[src/rtl/mem_stage_pkg.sv]
// Shared definitions for the MEM stage: memory opcodes, FSM encoding,
// internal memory-op classification and the bus/address error fill value.
package mem_stage_pkg;

   localparam logic [5:0] OP_RFORM = 6'h00;
   localparam logic [5:0] OP_JAL   = 6'h03;
   localparam logic [5:0] OP_LB    = 6'h20;
   localparam logic [5:0] OP_LH    = 6'h21;
   localparam logic [5:0] OP_LW    = 6'h23;
   localparam logic [5:0] OP_LBU   = 6'h24;
   localparam logic [5:0] OP_LHU   = 6'h25;
   localparam logic [5:0] OP_SB    = 6'h28;
   localparam logic [5:0] OP_SH    = 6'h29;
   localparam logic [5:0] OP_SW    = 6'h2B;
   localparam logic [5:0] FN_JALR  = 6'h09;

   localparam logic [31:0] BAD_DATA = 32'hDEADBEEF;

   typedef enum logic [1:0] {
      ST_IDLE = 2'd0,
      ST_REQ  = 2'd1,
      ST_DONE = 2'd2
   } state_t;

   typedef enum logic [3:0] {
      MOP_NONE,
      MOP_LB,
      MOP_LH,
      MOP_LW,
      MOP_LBU,
      MOP_LHU,
      MOP_SB,
      MOP_SH,
      MOP_SW
   } mop_t;

   function automatic mop_t decode_mop(input logic [5:0] opc);
      case (opc)
         OP_LB:   return MOP_LB;
         OP_LH:   return MOP_LH;
         OP_LW:   return MOP_LW;
         OP_LBU:  return MOP_LBU;
         OP_LHU:  return MOP_LHU;
         OP_SB:   return MOP_SB;
         OP_SH:   return MOP_SH;
         OP_SW:   return MOP_SW;
         default: return MOP_NONE;
      endcase
   endfunction

   function automatic logic mop_is_store(input mop_t m);
      return (m == MOP_SB) || (m == MOP_SH) || (m == MOP_SW);
   endfunction

   // Byte accesses can never be misaligned; halves need addr[0]=0, words addr[1:0]=0.
   function automatic logic mop_misaligned(input mop_t m, input logic [1:0] lo);
      case (m)
         MOP_LH, MOP_LHU, MOP_SH: return lo[0];
         MOP_LW, MOP_SW:          return (lo != 2'b00);
         default:                 return 1'b0;
      endcase
   endfunction

endpackage

[src/rtl/mem_stage_align.sv]
// Byte-lane steering for the MEM stage: store byte enables and lane
// replication, plus load lane extraction with sign or zero extension.
module mem_align
   import mem_stage_pkg::*;
#(
   parameter int DATA_W = 32
) (
   input  mop_t              st_op,
   input  logic [1:0]        st_addr_lo,
   input  logic [DATA_W-1:0] st_data,
   output logic [3:0]        st_be,
   output logic [DATA_W-1:0] st_wdata,
   input  mop_t              ld_op,
   input  logic [1:0]        ld_addr_lo,
   input  logic [DATA_W-1:0] ld_rdata,
   output logic [DATA_W-1:0] ld_data
);

   function automatic logic signed [31:0] sext8(input logic signed [7:0] b);
      logic signed [31:0] r;
      r = b;
      return r;
   endfunction

   function automatic logic signed [31:0] sext16(input logic signed [15:0] h);
      logic signed [31:0] r;
      r = h;
      return r;
   endfunction

   logic [7:0]  lane_b;
   logic [15:0] lane_h;

   assign lane_b = ld_rdata[{ld_addr_lo, 3'b000} +: 8];
   assign lane_h = ld_addr_lo[1] ? ld_rdata[31:16] : ld_rdata[15:0];

   always_comb begin
      st_be    = 4'b0000;
      st_wdata = st_data;
      case (st_op)
         MOP_LB, MOP_LBU, MOP_SB: begin
            st_be    = 4'b0001 << st_addr_lo;
            st_wdata = {4{st_data[7:0]}};
         end
         MOP_LH, MOP_LHU, MOP_SH: begin
            st_be    = st_addr_lo[1] ? 4'b1100 : 4'b0011;
            st_wdata = {2{st_data[15:0]}};
         end
         MOP_LW, MOP_SW: st_be = 4'b1111;
         default:        st_be = 4'b0000;
      endcase
   end

   always_comb begin
      ld_data = ld_rdata;
      case (ld_op)
         MOP_LB:  ld_data = sext8(lane_b);
         MOP_LBU: ld_data = {24'h000000, lane_b};
         MOP_LH:  ld_data = sext16(lane_h);
         MOP_LHU: ld_data = {16'h0000, lane_h};
         default: ld_data = ld_rdata;
      endcase
   end

endmodule

[src/rtl/mem_stage.sv]
// MEM pipeline stage: decodes loads/stores, runs a single-outstanding bus
// request with timeout, and selects the write-back value.
module mem_stage
   import mem_stage_pkg::*;
#(
   parameter int MEM_TIMEOUT = 255,
   parameter int DATA_W      = 32
) (
   input  logic              CLK,
   input  logic              RST,
   input  logic [DATA_W-1:0] Ins,
   input  logic [DATA_W-1:0] Result,
   input  logic [DATA_W-1:0] Rdata2,
   input  logic [DATA_W-1:0] nextPC,
   output logic [DATA_W-1:0] Wdata,
   output logic              Stall,
   output logic              AddrErr,
   output logic              BusErr,
   output logic              mem_req,
   output logic              mem_we,
   output logic [DATA_W-1:0] mem_addr,
   output logic [DATA_W-1:0] mem_wdata,
   output logic [3:0]        mem_be,
   input  logic [DATA_W-1:0] mem_rdata,
   input  logic              mem_ack
);

   localparam int CNT_W = $clog2(MEM_TIMEOUT + 1);

   state_t            state, state_nxt;
   logic [CNT_W-1:0]  cnt;
   logic [5:0]        opc, funct;
   mop_t              mop_p0;
   logic              misaligned_p0, is_link_p0, start_p0;
   logic [3:0]        be_p0;
   logic [DATA_W-1:0] wdata_p0;
   mop_t              op_p1;
   logic [1:0]        addr_lo_p1;
   logic [DATA_W-1:0] rdata_p2;
   logic              bus_err_p2;
   logic [DATA_W-1:0] ld_data;
   logic              timeout;
   logic              unused_ins;

   assign opc        = Ins[31:26];
   assign funct      = Ins[5:0];
   assign unused_ins = ^Ins[25:6];

   assign mop_p0        = decode_mop(opc);
   assign misaligned_p0 = mop_misaligned(mop_p0, Result[1:0]);
   assign is_link_p0    = (opc == OP_JAL) || ((opc == OP_RFORM) && (funct == FN_JALR));
   assign start_p0      = (state == ST_IDLE) && (mop_p0 != MOP_NONE) && !misaligned_p0;
   // Fires in the MEM_TIMEOUT-th REQ cycle; counter is 0 in the first one.
   assign timeout       = (cnt == CNT_W'(MEM_TIMEOUT - 1));

   mem_align #(.DATA_W(DATA_W)) u_align (
      .st_op      (mop_p0),
      .st_addr_lo (Result[1:0]),
      .st_data    (Rdata2),
      .st_be      (be_p0),
      .st_wdata   (wdata_p0),
      .ld_op      (op_p1),
      .ld_addr_lo (addr_lo_p1),
      .ld_rdata   (rdata_p2),
      .ld_data    (ld_data)
   );

   always_ff @(posedge CLK or posedge RST) begin
      if (RST) begin
         state      <= ST_IDLE;
         cnt        <= '0;
         mem_addr   <= '0;
         mem_be     <= 4'b0000;
         mem_wdata  <= '0;
         op_p1      <= MOP_NONE;
         addr_lo_p1 <= 2'b00;
         rdata_p2   <= '0;
         bus_err_p2 <= 1'b0;
      end else begin
         state <= state_nxt;
         case (state)
            // p0 -> p1: request fields frozen for the whole bus transaction
            ST_IDLE: begin
               if (start_p0) begin
                  mem_addr   <= {Result[DATA_W-1:2], 2'b00};
                  mem_be     <= be_p0;
                  mem_wdata  <= wdata_p0;
                  op_p1      <= mop_p0;
                  addr_lo_p1 <= Result[1:0];
                  cnt        <= '0;
                  bus_err_p2 <= 1'b0;
               end
            end
            // p1 -> p2: ack captures read data; ack wins over a same-cycle timeout
            ST_REQ: begin
               cnt <= cnt + CNT_W'(1);
               if (mem_ack) begin
                  rdata_p2 <= mem_rdata;
               end else if (timeout) begin
                  bus_err_p2 <= 1'b1;
               end
            end
            default: ;
         endcase
      end
   end

   always_comb begin
      state_nxt = state;
      Stall     = 1'b0;
      AddrErr   = 1'b0;
      Wdata     = Result;
      case (state)
         ST_IDLE: begin
            if (mop_p0 != MOP_NONE) begin
               if (misaligned_p0) begin
                  AddrErr = !RST;
                  Wdata   = BAD_DATA;
               end else begin
                  Stall     = 1'b1;
                  state_nxt = ST_REQ;
               end
            end else if (is_link_p0) begin
               Wdata = nextPC + DATA_W'(4);
            end
         end
         ST_REQ: begin
            Stall = 1'b1;
            if (mem_ack || timeout) begin
               state_nxt = ST_DONE;
            end
         end
         ST_DONE: begin
            state_nxt = ST_IDLE;
            if (bus_err_p2) begin
               Wdata = BAD_DATA;
            end else if (!mop_is_store(op_p1)) begin
               Wdata = ld_data;
            end
         end
         default: state_nxt = ST_IDLE;
      endcase
   end

   assign mem_req = (state == ST_REQ);
   assign mem_we  = mem_req && mop_is_store(op_p1);
   assign BusErr  = (state == ST_DONE) && bus_err_p2;

endmodule

[config.mk]
export PLATFORM = sky130hd
export DESIGN_NAME = mem_stage
export DESIGN_NICKNAME = d
export VERILOG_FILES = /design/src/rtl/mem_stage_pkg.sv /design/src/rtl/mem_stage_align.sv /design/src/rtl/mem_stage.sv
export SDC_FILE = /design/constraint.sdc
export NUM_CORES = 1
export LEC_CHECK = 0
export ABC_AREA = 1
export CORE_ASPECT_RATIO = 1.4
export CORE_MARGIN = 4
export CORE_UTILIZATION = 51
export CTS_CLUSTER_SIZE = 28
export DETAILED_ROUTE_END_ITERATION = 12
export PLACE_DENSITY = 0.94
export SYNTH_ARGS = -nofsm -noshare
export SYNTH_HDL_FRONTEND = slang
export SYNTH_SLANG_ARGS = --single-unit
export TNS_END_PERCENT = 30
[constraint.sdc]
create_clock -name CLK -period 8.8 [get_ports CLK]
set_clock_uncertainty 0.1 [all_clocks]
set_input_delay 1.32 -clock CLK [delete_from_list [all_inputs] [get_ports CLK]]
set_output_delay 1.32 -clock CLK [all_outputs]
set_load 0.02 [all_outputs]
== Yosys cells after proc, flatten, opt, wreduce, memory -nomap -nowiden ==
Index checks and enable logic that the tools add are counted.
Storage, ports and cells
  flip-flop bits (word level): 115
  latch bits: 0
  ROM bits: 0
  logic and storage cells: 100
  RAM bits: 0
  output and inout bits: 105
  memories kept: 0
Cells by class
  bitwise gates (word level): 0
  divide/modulo/power cells: 0
  order comparisons: 0
  mux-type cells: 29
  add/subtract/negate cells: 2
  shift-type cells: 2
  reduce and logical (&&, ||, !) cells: 24
  multiply operators: 0
  equal/unequal tests: 34
Operator list (number)
  $mux 32: 5
  $pmux 32 s2: 2
  $pmux 32 s4: 1
  $eq 6x6->1 const B: 8
  $add 32x3->32 const B: 1
  $eq 4x3->1 const B: 8
  $pmux 4 s8: 1
  $shiftx 32x6->8: 1
  $mux 16: 1
  $pmux 8 s2: 1
  $eq 4x2->1 const B: 3
  $pmux 4 s3: 1
  $add 8x1->8 const B: 1
  $eq 4x1->1 const B: 2
  $eq 4x4->1 const B: 2
  $eq 8x8->1 const B: 1
  $mux 1: 8
  $mux 8: 1
  $eq 6x2->1 const B: 1
  $eq 6x4->1 const B: 1
  $logic_not 6->1: 1
  $mux 2: 3
  $ne 2x1->1 const B: 3
  $ne 2x2->1 const B: 3
  17 further kinds: 31

== Longest topological paths before layout ==
  depth after elaboration: 9
  gate-level depth with buffers: 13
  gate-level depth less buffers: 12

== Modules after synthesis ==
From an unflattened synthesis, not the netlist that was laid out.
Unflattened totals
  cell total of the unflattened synthesis: 1317
  area total of the unflattened synthesis: 8515.7 µm²
Modules (own cells, without submodules)
  mem_stage: cells each 966, area each 6984.2 µm², times used 1
  mem_align: cells each 351, area each 1531.5 µm², times used 1

== Worst setup path before layout ==
No wires, ideal clock.
  kind: input-to-output
  start point: input port RST
  end point: output port AddrErr
  buffers on the path: 0
  setup slack: 3167 ps
  data required time: 7380 ps
  data arrival time: 4213 ps
  stages: 3
  cell sequence: inv_1 -> nand2_1 -> nor2_1
On the way
  word-level cells in the longest chain between the ends: 4
RTL lines
  start, declared: RTL line mem_stage.sv:10  | input logic RST,
  $logic_not 1->1: RTL line mem_stage.sv:117  | AddrErr = !RST;
  $mux 1: RTL line mem_stage.sv:116  | if (misaligned_p0) begin
  $mux 1: RTL line mem_stage.sv:115  | if (mop_p0 != MOP_NONE) begin
  $mux 1: RTL line mem_stage.sv:113  | case (state)
  end, declared: RTL line mem_stage.sv:17  | output logic AddrErr,
No other way between the ends.

== Worst setup path after layout ==
  start point: input port Ins[28]
  end point: output port Wdata[29]
On the way
  word-level cells in the longest chain between the ends: 8
  elaborated cells between the ends (all ways): 26
RTL lines
  start, declared: RTL line mem_stage.sv:11  | input logic [DATA_W-1:0] Ins,
  $eq 6x6->1: RTL line mem_stage_pkg.sv:38  | case (opc)
  $pmux 4 s8: RTL line mem_stage_pkg.sv:38
  $eq 4x2->1 (tied with other cells): RTL line mem_stage_pkg.sv:57  | case (m)
  $reduce_or 3->1 / $reduce_or 2->1 (equally long branches): RTL line mem_stage_pkg.sv:57
  $pmux 1 s2: RTL line mem_stage_pkg.sv:57
  $mux 32: RTL line mem_stage.sv:116
  $mux 32 (*): RTL line mem_stage.sv:115
  $pmux 32 s2 (*): RTL line mem_stage.sv:113
  end, declared: RTL line mem_stage.sv:15  | output logic [DATA_W-1:0] Wdata,
Every way passes the cells marked *; elsewhere a longest branch is shown, timed or not.

==> run summary <==
Core Region: 15600 sq um
# diodes: 0
CP Max Fanout: 17
total wire length: 33700 um
worst reg2reg setup slack: 5.85 ns
global-route wire length before repair: 51200 um
most frequent cells after synthesis: 445 x nand2_1, 138 x nor2_1, 122 x nand3_1
status: completed
Synth area leaders: dfrtp_1 36%, nand2_1 21%, nand3_1 7.5%
min-delay worst type: reg -> reg
Worst slew margin: 29.6%
port buffer count: 245
Detail Placement HPWL: 24900 um
Initial DRC Count: 1274
Sinks on Clock Net: 115
Yosys Warn Count: 0
Slowest-stage cell, CP: clkdlybuf4s50_1
setup TNS: 0 ns
R2R cell count: 6
DR WL/cell: 19.8 um
post-synth top area share: 35.6%
Synth Cell Area: 8090 sq um
multiplexer area fraction after synthesis: 1.95%
worst path cell trace: clkdlybuf4s50_1 > inv_2 > o211ai_2 > nand2_2 > nor2_4 > nand2_1 > a21oi_1 > nand2_1 > nand3_1 > clkdlybuf4s50_1
Worst Setup EP: Wdata[29]
Synth Flop Type: dfrtp_1
max-cap violations: 0
Die ar.: 18000 sq um
most frequent cell after synthesis: nand2_1
die width: 114 um
Hold Buf Count CTS: 0
final antenna-violating net count: 0
dpl cell area: 10600 sq um
Tot Pwr: 3.07 mW
gpl congestion: 1.11
Req. time, crit path: 7.38 ns
actual slew at the worst max-slew pin: 1.06 ns
clock root buffer: clkbuf_16
Compound-Gate Fraction of Synth Area: 14.4%
Setup CP Type: in -> out
fillcell total: 1215
final hold violation count: 0
Post-Layout Inst Area: 11200 sq um
Leak: 5.26 nW
GRT Util Overall: 37.1%
r2r endpoint: rdata_p2[31]
largest family of logic cells by synthesized area: simple AND/OR/NAND/NOR gates
leading area contributor after synthesis: dfrtp_1
worst r2r src: state[0]
worst vdd ir: 0.000174 V
H-tree Lvls: 4
CP max stage delay: 0.63 ns
critical path arrival: 4.65 ns
Max clock buf depth: 2
Final nets: 1656
DRC: 0
Reg clk slew, reported paths: 0.07 ns
Pwr Density: 274 nW/um^2
Final Core Density: 71.7%
Critical Path Start: Ins[28]
WHS: 0.374 ns
Syn Inst Count: 1275
Post-Syn Area per Cell: 6.35 sq um
Die Span Y: 157 um
Final Max Slew Viols: 0
XOR/XNOR share of the synthesized area: 1.52%
DR vias: 9780
Layout area overhead: 38.4%
setup violators final: 0
clock latency on the worst-skew pair: 0.42 ns
initial antenna violation count: 0
Setup Buffers After CTS: 0
simple-gate share of the synthesized area: 37.1%
layout cell share with drive strength beyond 1: 5.06%
adder-cell share of the synthesized area: 0.464%
unrepaired setup endpoints after global routing: false
drt pass-1 iters: 7
Netlist cell types: 40
Max Freq: 165 MHz
Yosys reg bits: 115
row count: 54
IO Count: 268
crit path time final: 6.07 ns
Num CTS Buffers: 17
post-cts sizing count: 0
number of synthesized flops with an enable pin: 0
largest net degree at the start of global routing: 116
vias in the first global route: 9236
Starting Density: 51.8%
crit path launch type: input pin
crit share post-route: 69.0%
Worst setup EP type: output port
grt ovf: 0
routed vias/inst: 5.76
share of the yosys chip area belonging to registers: 35.6%
TritonCTS clock tree: done
async set-reset flop share out of synthesis: 100%
-- cells in the final DEF (no fill, tap or decap), types with 8 or more instances in the layout --
cell / count
clkdlybuf4s50_1: 245
o21ai_0: 111
buf_4: 9
dfrtp_1: 115
nand2_1: 445
inv_1: 106
nand4_1: 9
mux2_2: 14
clkbuf_16: 17
nor2_1: 138
o21ai_1: 17
nand3_1: 122
a21oi_1: 69
xor2_1: 8
-- layout make-up --
class / count / area (sq um) / area share, %
well taps: 196 / 245 / 2.19
flip-flops and latches: 115 / 2880 / 25.7
multi-input cells: 986 / 4500 / 40.2
inverters: 116 / 438 / 3.91
clock buffers: 20 / 467 / 4.17
clock inverters: 12 / 144 / 1.29
repair buffers: 254 / 2520 / 22.5
-- cells by family after synthesis --
logic type | Yosys count
AO/OA/AOI/OAI | 220
XOR/XNOR | 14
adder cells (fa/ha/maj) | 3
buffers and inverters | 175
flip-flops | 115
multiplexers | 14
other | 1
AND/OR/NAND/NOR | 733
-- worst max-delay path: cells and delay by family --
family,cells,cell delay [ns]
compound gates,2,0.76
buf+inv,3,1.24
simple gates,5,1.32
-- stage by stage --
step / cells / setup WS (ns)
global placement: 1667 / 2.82
CTS: 1699 / 2.77
finish: 1699 / 2.73
detailed placement: 1667 / 2.77
floorplan: 1276 / 3.17
global route: 1699 / 2.52
-- layer usage --
metal | routed length [um] | track usage (%) | up-vias
li1 | - | - | 4535
met4 | 2730 | 24.8 | 0
met1 | 11800 | 44.7 | 4402
met3 | 3190 | 7.46 | 153
met5 | 0 | 0 | -
met2 | 16000 | 59.6 | 690
-- worst min-delay path by stage --
stage,to,startpoint,cells after the start
detailed placement,mem_addr[17],mem_addr[17],2
floorplan,rdata_p2[1],rdata_p2[1],1
global route,mem_addr[24],mem_addr[24],2
finish,mem_addr[17],mem_addr[17],2
CTS,mem_addr[17],mem_addr[17],2
global placement,mem_addr[17],mem_addr[17],2
-- report_power, final --
part           internal (mW)  switching [mW]
registers              0.733           0.176
logic                  0.584           0.845
clock network          0.445           0.283
-- registers in the layout (all words and copies together), names as in the netlist --
signal / cells
mem_addr: 30
addr_lo_p1: 2
state: 2
mem_wdata: 32
op_p1: 4
cnt: 8
bus_err_p2: 1
mem_be: 4
rdata_p2: 32
No activity file was read; power rests on OpenSTA's default activity.
